`config.mk`:
```
export PLATFORM = sky130hd
export DESIGN_NAME = reg_file
export DESIGN_NICKNAME = d
export VERILOG_FILES = /design/src/rtl/reg_file.sv
export SDC_FILE = /design/constraint.sdc
export NUM_CORES = 1
export LEC_CHECK = 0
export ABC_AREA = 1
export CORE_MARGIN = 3
export CORE_UTILIZATION = 35
export DETAILED_ROUTE_END_ITERATION = 6
export PLACE_DENSITY = 0.6
export SLEW_MARGIN = 20
export SYNTH_ARGS = -nofsm -noshare
export SYNTH_HDL_FRONTEND = slang
export SYNTH_SLANG_ARGS = --single-unit
```
`constraint.sdc`:
```
create_clock -name clk -period 1.87 [get_ports clk]
set_input_delay 0.187 -clock clk [delete_from_list [all_inputs] [get_ports clk]]
set_output_delay 0.187 -clock clk [all_outputs]
set_load 0.01 [all_outputs]
```
`src/rtl/reg_file.sv`:
```
// Parametrised register file: two registered read ports, one write port with
// same-cycle read-after-write bypass, optional hardwired zero register and a
// one-register-per-cycle clear sweep.
module reg_file #(
  parameter int WORD_SIZE = 16,
  parameter int NIB_SIZE  = 4,
  parameter bit ZERO_REG  = 1'b0
) (
  input  logic                 clk,
  input  logic                 reset_n,
  input  logic [NIB_SIZE-1:0]  num1,
  input  logic [NIB_SIZE-1:0]  num2,
  input  logic                 get_enable,
  input  logic [NIB_SIZE-1:0]  setnum,
  input  logic [WORD_SIZE-1:0] setval,
  input  logic                 set_enable,
  input  logic                 clear_enable,
  output logic [WORD_SIZE-1:0] out1,
  output logic [WORD_SIZE-1:0] out2,
  output logic                 out_valid,
  output logic                 busy
);

  localparam int REG_STACK_SIZE = 2 ** NIB_SIZE;
  localparam logic [NIB_SIZE-1:0] LAST_IDX = NIB_SIZE'(REG_STACK_SIZE - 1);

  typedef enum logic {
    IDLE,
    CLEAR
  } state_t;

  state_t                state, next_state;
  logic [NIB_SIZE-1:0]   idx;
  logic [WORD_SIZE-1:0]  data [REG_STACK_SIZE];
  logic                  do_get;
  logic                  do_set;

  // Read value for register n as seen by a read issued this cycle: zero
  // register first, then the in-flight write, then the array.
  function automatic logic [WORD_SIZE-1:0] rd_byp(input logic [NIB_SIZE-1:0] n);
    if (ZERO_REG && n == '0)
      return '0;
    if (set_enable && n == setnum)
      return setval;
    return data[n];
  endfunction

  // NOTE: every signal driven here gets a default first so no path can
  // leave it unassigned and infer a latch.
  always_comb begin
    next_state = state;
    do_get     = 1'b0;
    do_set     = 1'b0;
    case (state)
      IDLE: begin
        if (clear_enable) begin
          next_state = CLEAR;
        end else begin
          do_get = get_enable;
          do_set = set_enable && !(ZERO_REG && setnum == '0);
        end
      end
      CLEAR: begin
        if (idx == LAST_IDX)
          next_state = IDLE;
      end
      default: next_state = IDLE;
    endcase
  end

  // NOTE: sequential state uses non-blocking assignments only, so every
  // flop samples pre-edge values regardless of block ordering.
  always_ff @(posedge clk or negedge reset_n) begin
    if (!reset_n) begin
      state <= IDLE;
      idx   <= '0;
    end else begin
      state <= next_state;
      if (state == CLEAR)
        idx <= idx + 1'b1;
      else
        idx <= '0;
    end
  end

  // NOTE: the array is reset on purpose: software relies on register i
  // holding i after reset, and a reset mid-sweep must restore that.
  always_ff @(posedge clk or negedge reset_n) begin
    if (!reset_n) begin
      for (int i = 0; i < REG_STACK_SIZE; i++)
        data[i] <= (ZERO_REG && i == 0) ? '0 : WORD_SIZE'(i);
    end else if (state == CLEAR) begin
      data[idx] <= '0;
    end else if (do_set) begin
      data[setnum] <= setval;
    end
  end

  always_ff @(posedge clk or negedge reset_n) begin
    if (!reset_n) begin
      out1      <= '0;
      out2      <= '0;
      out_valid <= 1'b0;
    end else begin
      out_valid <= do_get;
      if (do_get) begin
        out1 <= rd_byp(num1);
        out2 <= rd_byp(num2);
      end
    end
  end

  assign busy = (state == CLEAR);

endmodule

```
==> reports/qor.txt, run 1 <==
Status: complete, but fails checks
Failing checks: DRC
Post-Layout Cell Count: 2957
Clock slew at reported path FFs: 0.06 ns
Async set-reset flop share out of synthesis: 100%
Vias in the first global route: 16600
Top Ports: 67
HPWL after detailed placement: 39200 um
Final Skew: 0.0194 ns
Final wirelength: 62800 um
Fin crit share: 97.9%
Largest cells by area after synthesis: dfrtp_1 (39%), nand3_1 (14%), nand2_1 (14%)
Final Max Tran Viols: 0
Tmin final: 1.83 ns
PD cells: 1070 nW/um2
CTS Buf Count: 36
Antenna cells: 0
DR WL/cell: 21.2 um
Syn. warnings: 0
Initial antenna violation count: 0
Ratio of cells with drive above 1 in the final layout: 10.3%
Gp weighted congestion: 0.889
CTS tree: built
Final setup vio count: 0
Area of the die: 50500 um2
#FFs+latches synth: 294
1st-iter DRT viols: 1707
# DRC: 2
Final Hold Fails: 0
Critical Path Start Type: flop
Min-delay worst type: input port to async pin
Initial Util: 35.7%
PnR worst setup slack: 0.0397 ns
Total number of vias: 17000
Chip height: 225 um
Avg Synthesized Cell Area: 7.35 um2
Synth area leader: dfrtp_1
Gr usage total: 24.4%
CP required: 1.68 ns
Max VDD drop: 0.000895 V
Fmax: 546 MHz
Critical Path Sink Type: primary output
Max-cap violations: 0
Total clock sinks: 294
Largest net degree at the start of global routing: 64
Leak Pwr: 10.0 nW
Most frequent cell after synthesis: nand2_1
Root Buffer: clkbuf_16
EDFF count, synth: 0
Clock Path Buffers: 3
Crit. Startpoint: busy$_DFF_PN0_
Slew @ Worst Pin: 0.536 ns
Mapped Area: 16700 um2
Htree depth: 2
RSZ-0062 raised after global routing: false
Commonest cells in the netlist: nand2_1 (638), nand3_1 (484), inv_1 (292), dfrtp_1 (262), o22ai_1 (254)
Detail Route Antenna Nets: 0
Slew margin rel.: 64.3%
DP Worst Slack: -0.000805 ns
TritonRoute pass-1 iters: 7
Synth-to-layout area growth: 18.7%
Mapped Cells: 2279
CORE AREA: 47000 um2
Share of the synthesized area in the top cell type: 39.1%
Mapped Nets: 2317
Crit-path max FO: 11
Placed cells: 2893
Grt ovf: 0
Overall die width: 225 um
Floorplan row count: 79
Worst hold slack: 0.167 ns
PortBufs: 66
Clk_lat worst skew: 0.54 ns
Prevailing post-synth register cell: dfrtp_1
Yosys cell types: 33
Critical path class: flop to primary output
Vias per cell: 5.73
Worst R2R Start: idx[0]$_DFF_PN0_
Sequential share of the synthesized area: 44.2%
WP data arrival: 1.64 ns
Layout Nets: 2363
First-pass GRT wire length: 96300 um
## timing repair
item | in CTS | in global routing
gates resized for setup | 0 | 0
buffers inserted | 0 | 0
hold buffers | 1 | 0
setup endpoints to repair | 0 | 0
endpoints found under the hold margin | 209 | 0
## cell type report
cell class                      instances  area (um2)
Clock buffer                           57        1050
Clock inverter                          6        45.0
Fill cell                            4663       27100
Inverter                              296        1120
Multi-Input combinational cell       1518        7320
Sequential cell                       294        7400
Tap cell                              607         759
Timing Repair Buffer                  179        2190
## metrics by stage
step / power (mW) / setup TNS [ns] / util [%] / instance area [um2]
after floorplan: 11.8 / 0 / - / 16700
after global placement: 14.4 / -0.0736 / 40.0 / 18800
after detailed placement: 14.5 / -0.000805 / 40.0 / 18800
after CTS: 21.2 / 0 / 42.3 / 19900
after global routing: 22.2 / 0 / 42.3 / 19900
final: 21.2 / 0 / 42.3 / 19900
## cell families after synthesis
group                    Yosys count  share of synthesized area [%]
AND/OR/NAND/NOR                 1238                           32.8
buffers and inverters            467                           12.1
flip-flops                       294                           44.2
AO/OA/AOI/OAI                    270                           10.3
XOR/XNOR                           5                          0.262
adder cells (fa/ha/maj)            5                          0.374
## layout by cell type (no fill, tap or decap), types with 4 or more instances in the layout
cell type / synthesis / final
nand2_4: 4 / 4
inv_2: 4 / 5
ha_1: 5 / 5
clkinv_2: 0 / 4
clkbuf_1: 39 / 14
nand2_1: 638 / 637
inv_1: 292 / 289
clkdlybuf4s50_1: 0 / 61
clkbuf_8: 0 / 7
dfstp_2: 32 / 32
nand3_4: 9 / 9
dfrtp_1: 262 / 262
nor2_1: 84 / 84
nand3_1: 484 / 484
o22ai_1: 254 / 254
buf_4: 8 / 59
clkbuf_16: 0 / 36
buf_12: 0 / 55
nand3_2: 4 / 4
nand2_2: 6 / 7
## critical path, stage by stage, from the launching register on
cell             delay, ns
dfrtp_1               0.36
buf_4                 0.20
clkdlybuf4s50_1       0.56
## state kept, by name, indices dropped and copies added, names as in the netlist
signal and flops:
busy 1, data 256, idx 4, out1 16
out2 16, out_valid 1
## report_power, final
part	total [mW]	switching, mW	leakage, nW	internal, mW
clock network	6.65	2.80	0.538	3.85
logic	6.51	3.98	5.54	2.53
registers	8.04	0.516	3.93	7.53
total	21.2	7.30	10.0	13.9
## per-layer routing
metal  up-vias  share of wire, %  GRT usage [%]
li1       7568                 -              -
met5         -                 0              0
met1      8128                40           33.1
met2      1059                45           38.0
met3       196               9.8           4.11
met4         0               5.1           11.7
## path summary, 6_finish.rpt
kind | to | slack, ns | cells past startpoint
max | busy | 0.04 | 2
min | data[139]$_DFFE_PN0P_ | 0.17 | 2
max reg2reg | data[251]$_DFFE_PN0P_ | 0.28 | 7
min reg2reg | out1[2]$_DFFE_PN0P_ | 0.48 | 2
max in group asynchronous | data[224]$_DFFE_PN1P_ | 0.96 | 3
min in group clk | out2[1]$_DFFE_PN0P_ | 0.39 | 5
(Power assumes the default switching activity.)
==> run 2: changes to the inputs <==
--- a/config.mk
+++ b/config.mk
@@ -6,10 +6,12 @@
 export NUM_CORES = 1
 export LEC_CHECK = 0
 export ABC_AREA = 1
-export CORE_MARGIN = 3
+export CORE_MARGIN = 10
 export CORE_UTILIZATION = 35
+export CTS_CLUSTER_SIZE = 24
 export DETAILED_ROUTE_END_ITERATION = 6
 export PLACE_DENSITY = 0.6
+export SETUP_SLACK_MARGIN = 0.15
 export SLEW_MARGIN = 20
 export SYNTH_ARGS = -nofsm -noshare
 export SYNTH_HDL_FRONTEND = slang
==> run 2 against run 1 <==
Compared with the run above: the flow now finishes without violations; final cell count rose by 0.24%; utilization down 0.58 points; hold slack better by 0.064 ns; first-iteration DRC count increased by 33%; flip-flop and latch count unchanged; critical path type unchanged; largest power group unchanged.
==> reports/qor.txt, run 2 (synthesized netlist as in run 1, its figures left out) <==
Max VDD drop: 0.000676 V (-24%)
Area of the die: 57000 um2 (+13%)
Clock slew at reported path FFs: 0.06 ns (about the same)
Final wirelength: 63200 um (+0.66%)
Sequential cell area: 7400 um2 (about the same)
Max stage delay cell, worst path: clkdlybuf4s50_1
Gp weighted congestion: 0.896 (+0.76%)
Vias in the first global route: 16700 (+0.81%)
Biggest register: data
PnR worst setup slack: 0.170 ns (+0.130 ns)
Total clock sinks: 294 (unchanged)
Max-cap violations: 0 (unchanged)
Final Skew: 0.0325 ns (+0.0131 ns)
Slew @ Worst Pin: 0.637 ns (+0.102 ns)
Multi-input gate area: 7320 um2 (unchanged)
Initial antenna violation count: 0 (unchanged)
Detail Route Antenna Nets: 0 (unchanged)
Overall die width: 239 um (+6.2%)
Ratio of cells with drive above 1 in the final layout: 10.6% (+0.30 points)
DP Worst Slack: -0.115 ns (-0.115 ns)
Chip height: 239 um (+6.2%)
Commonest non-fill, non-tap cell in the layout: nand2_1
Antenna cells: 0 (unchanged)
Tmin final: 1.70 ns (-0.130 ns)
PD cells: 1080 nW/um2 (+1.2%)
DR WL/cell: 21.3 um (+0.42%)
Crit-path max FO: 2 (-9)
Leak Pwr: 10.0 nW (about the same)
Delay-heaviest family, CP: buffers and inverters
Min-delay worst type: input port to async pin
Layout Nets: 2365 (+0.085%)
Htree depth: 2 (unchanged)
Total number of vias: 16800 (-1.1%)
Max reg flops: 256 (unchanged)
Gr usage total: 22.0% (-2.4 points)
CORE AREA: 47500 um2 (+1.3%)
Final Max Tran Viols: 0 (unchanged)
WP data arrival: 1.51 ns (-0.13 ns)
PortBufs: 66 (unchanged)
Largest net degree at the start of global routing: 72 (+13%)
Final setup vio count: 0 (unchanged)
Top Ports: 67 (unchanged)
CTS tree: built
Critical Path Sink Type: primary output
Max incr delay on CP: 0.57 ns (about the same)
CP cell instances: clkdlybuf4s50_1
Vias per cell: 5.66 (-1.3%)
TritonRoute pass-1 iters: 6 (-1)
Setup TNS Final: 0 ns (unchanged)
Worst path buffer plus inverter count: 1 (-1)
CP required: 1.68 ns (about the same)
CTS Buf Count: 34 (-5.6%)
Fmax: 588 MHz (+7.7%)
Root Buffer: clkbuf_16
Status: completed
First-pass GRT wire length: 98300 um (+2.1%)
Largest registers: data (256), out1 (16), out2 (16)
# DRC: 0 (-2)
Initial Util: 35.2% (-0.45 points)
Most frequent cells in the layout: nand2_1 (637), nand3_1 (484), inv_1 (289)
1st-iter DRT viols: 2273 (+33%)
Floorplan row count: 80 (+1.3%)
Clock Path Buffers: 3 (unchanged)
Grt ovf: 0 (unchanged)
Final Hold Fails: 0 (unchanged)
Fillers: 4673 (+0.21%)
Clk_lat worst skew: 0.54 ns (about the same)
Worst hold slack: 0.231 ns (+0.0638 ns)
Fin crit share: 90.9% (-7.0 points)
Synth-to-layout area growth: 18.6%
Critical path class: flop to primary output
RSZ-0062 raised after global routing: false
Slew margin rel.: 57.5% (-6.7 points)
Critical Path Start Type: flop
Setup repair bufs after CTS: 0 (unchanged)
HPWL after detailed placement: 40200 um (+2.7%)
==> run 2: changes by cell type in the layout (fill, tap and decap cells not counted), sizes merged <==
cell | previous run | this run
bufinv | 0 | 3
dlygate4sd2 | 0 | 4
clkdlybuf4s50 | 61 | 57
clkbuf | 57 | 48
buf | 117 | 121
clkinvlp | 0 | 1
==> run 2: final timing paths <==
kind / startpoint / to / slack [ns] / cells after the start
min in group clk: setval[0] / data[192]$_DFFE_PN1P_ / 0.36 / 3
worst max-delay path: out2[13]$_DFFE_PN0P_ / out2[13] / 0.17 / 1
worst min-delay path: reset_n / data[250]$_DFFE_PN0P_ / 0.23 / 2
max in group asynchronous: reset_n / data[145]$_DFFE_PN1P_ / 0.92 / 3
worst max register to register: busy$_DFF_PN0_ / data[191]$_DFFE_PN0P_ / 0.30 / 5
worst min register to register: out1[3]$_DFFE_PN0P_ / out1[3]$_DFFE_PN0P_ / 0.48 / 2
==> run 2: timing repair <==
item	in CTS	in global routing
hold buffers	1	0
endpoints found under the setup margin	5	0
gates resized for setup	5	0
hold endpoints to repair	45	0
==> run 2: cell type report <==
type                    instances  share of cell area, %
flip-flops and latches        294                   37.3
clock buffers                  48                   4.96
repair buffers                183                   10.7
multi-input cells            1518                   36.9
clock inverters                10                  0.681
inverters                     296                   5.62
well taps                     615                   3.88
==> run 2: per-layer routing <==
metal	share of wire [%]	global-route usage, %	up-vias
li1	-	-	7571
met1	41	29.0	8046
met2	45	34.2	990
met3	9.4	3.45	166
met4	5.0	11.3	0
met5	0	0	-
==> run 2: power breakdown <==
part           switching [mW]  internal, mW  total [mW]
Combinational            4.01          2.49        6.50
Clock                    2.78          4.08        6.86
Sequential              0.537          7.53        8.06
Total                    7.32          14.1        21.4
==> run 2: through the flow <==
step / area (um2) / util (%) / total power, mW / instances
3_5_place_dp: 18700 / 39.4 / 14.6 / 2905
5_1_grt: 19900 / 41.8 / 22.4 / 2964
4_1_cts: 19900 / 41.8 / 21.4 / 2964
2_1_floorplan: 16700 / - / 11.8 / 2279
6_report: 19900 / 41.8 / 21.4 / 2964
3_3_place_gp: 18700 / 39.4 / 14.5 / 2905
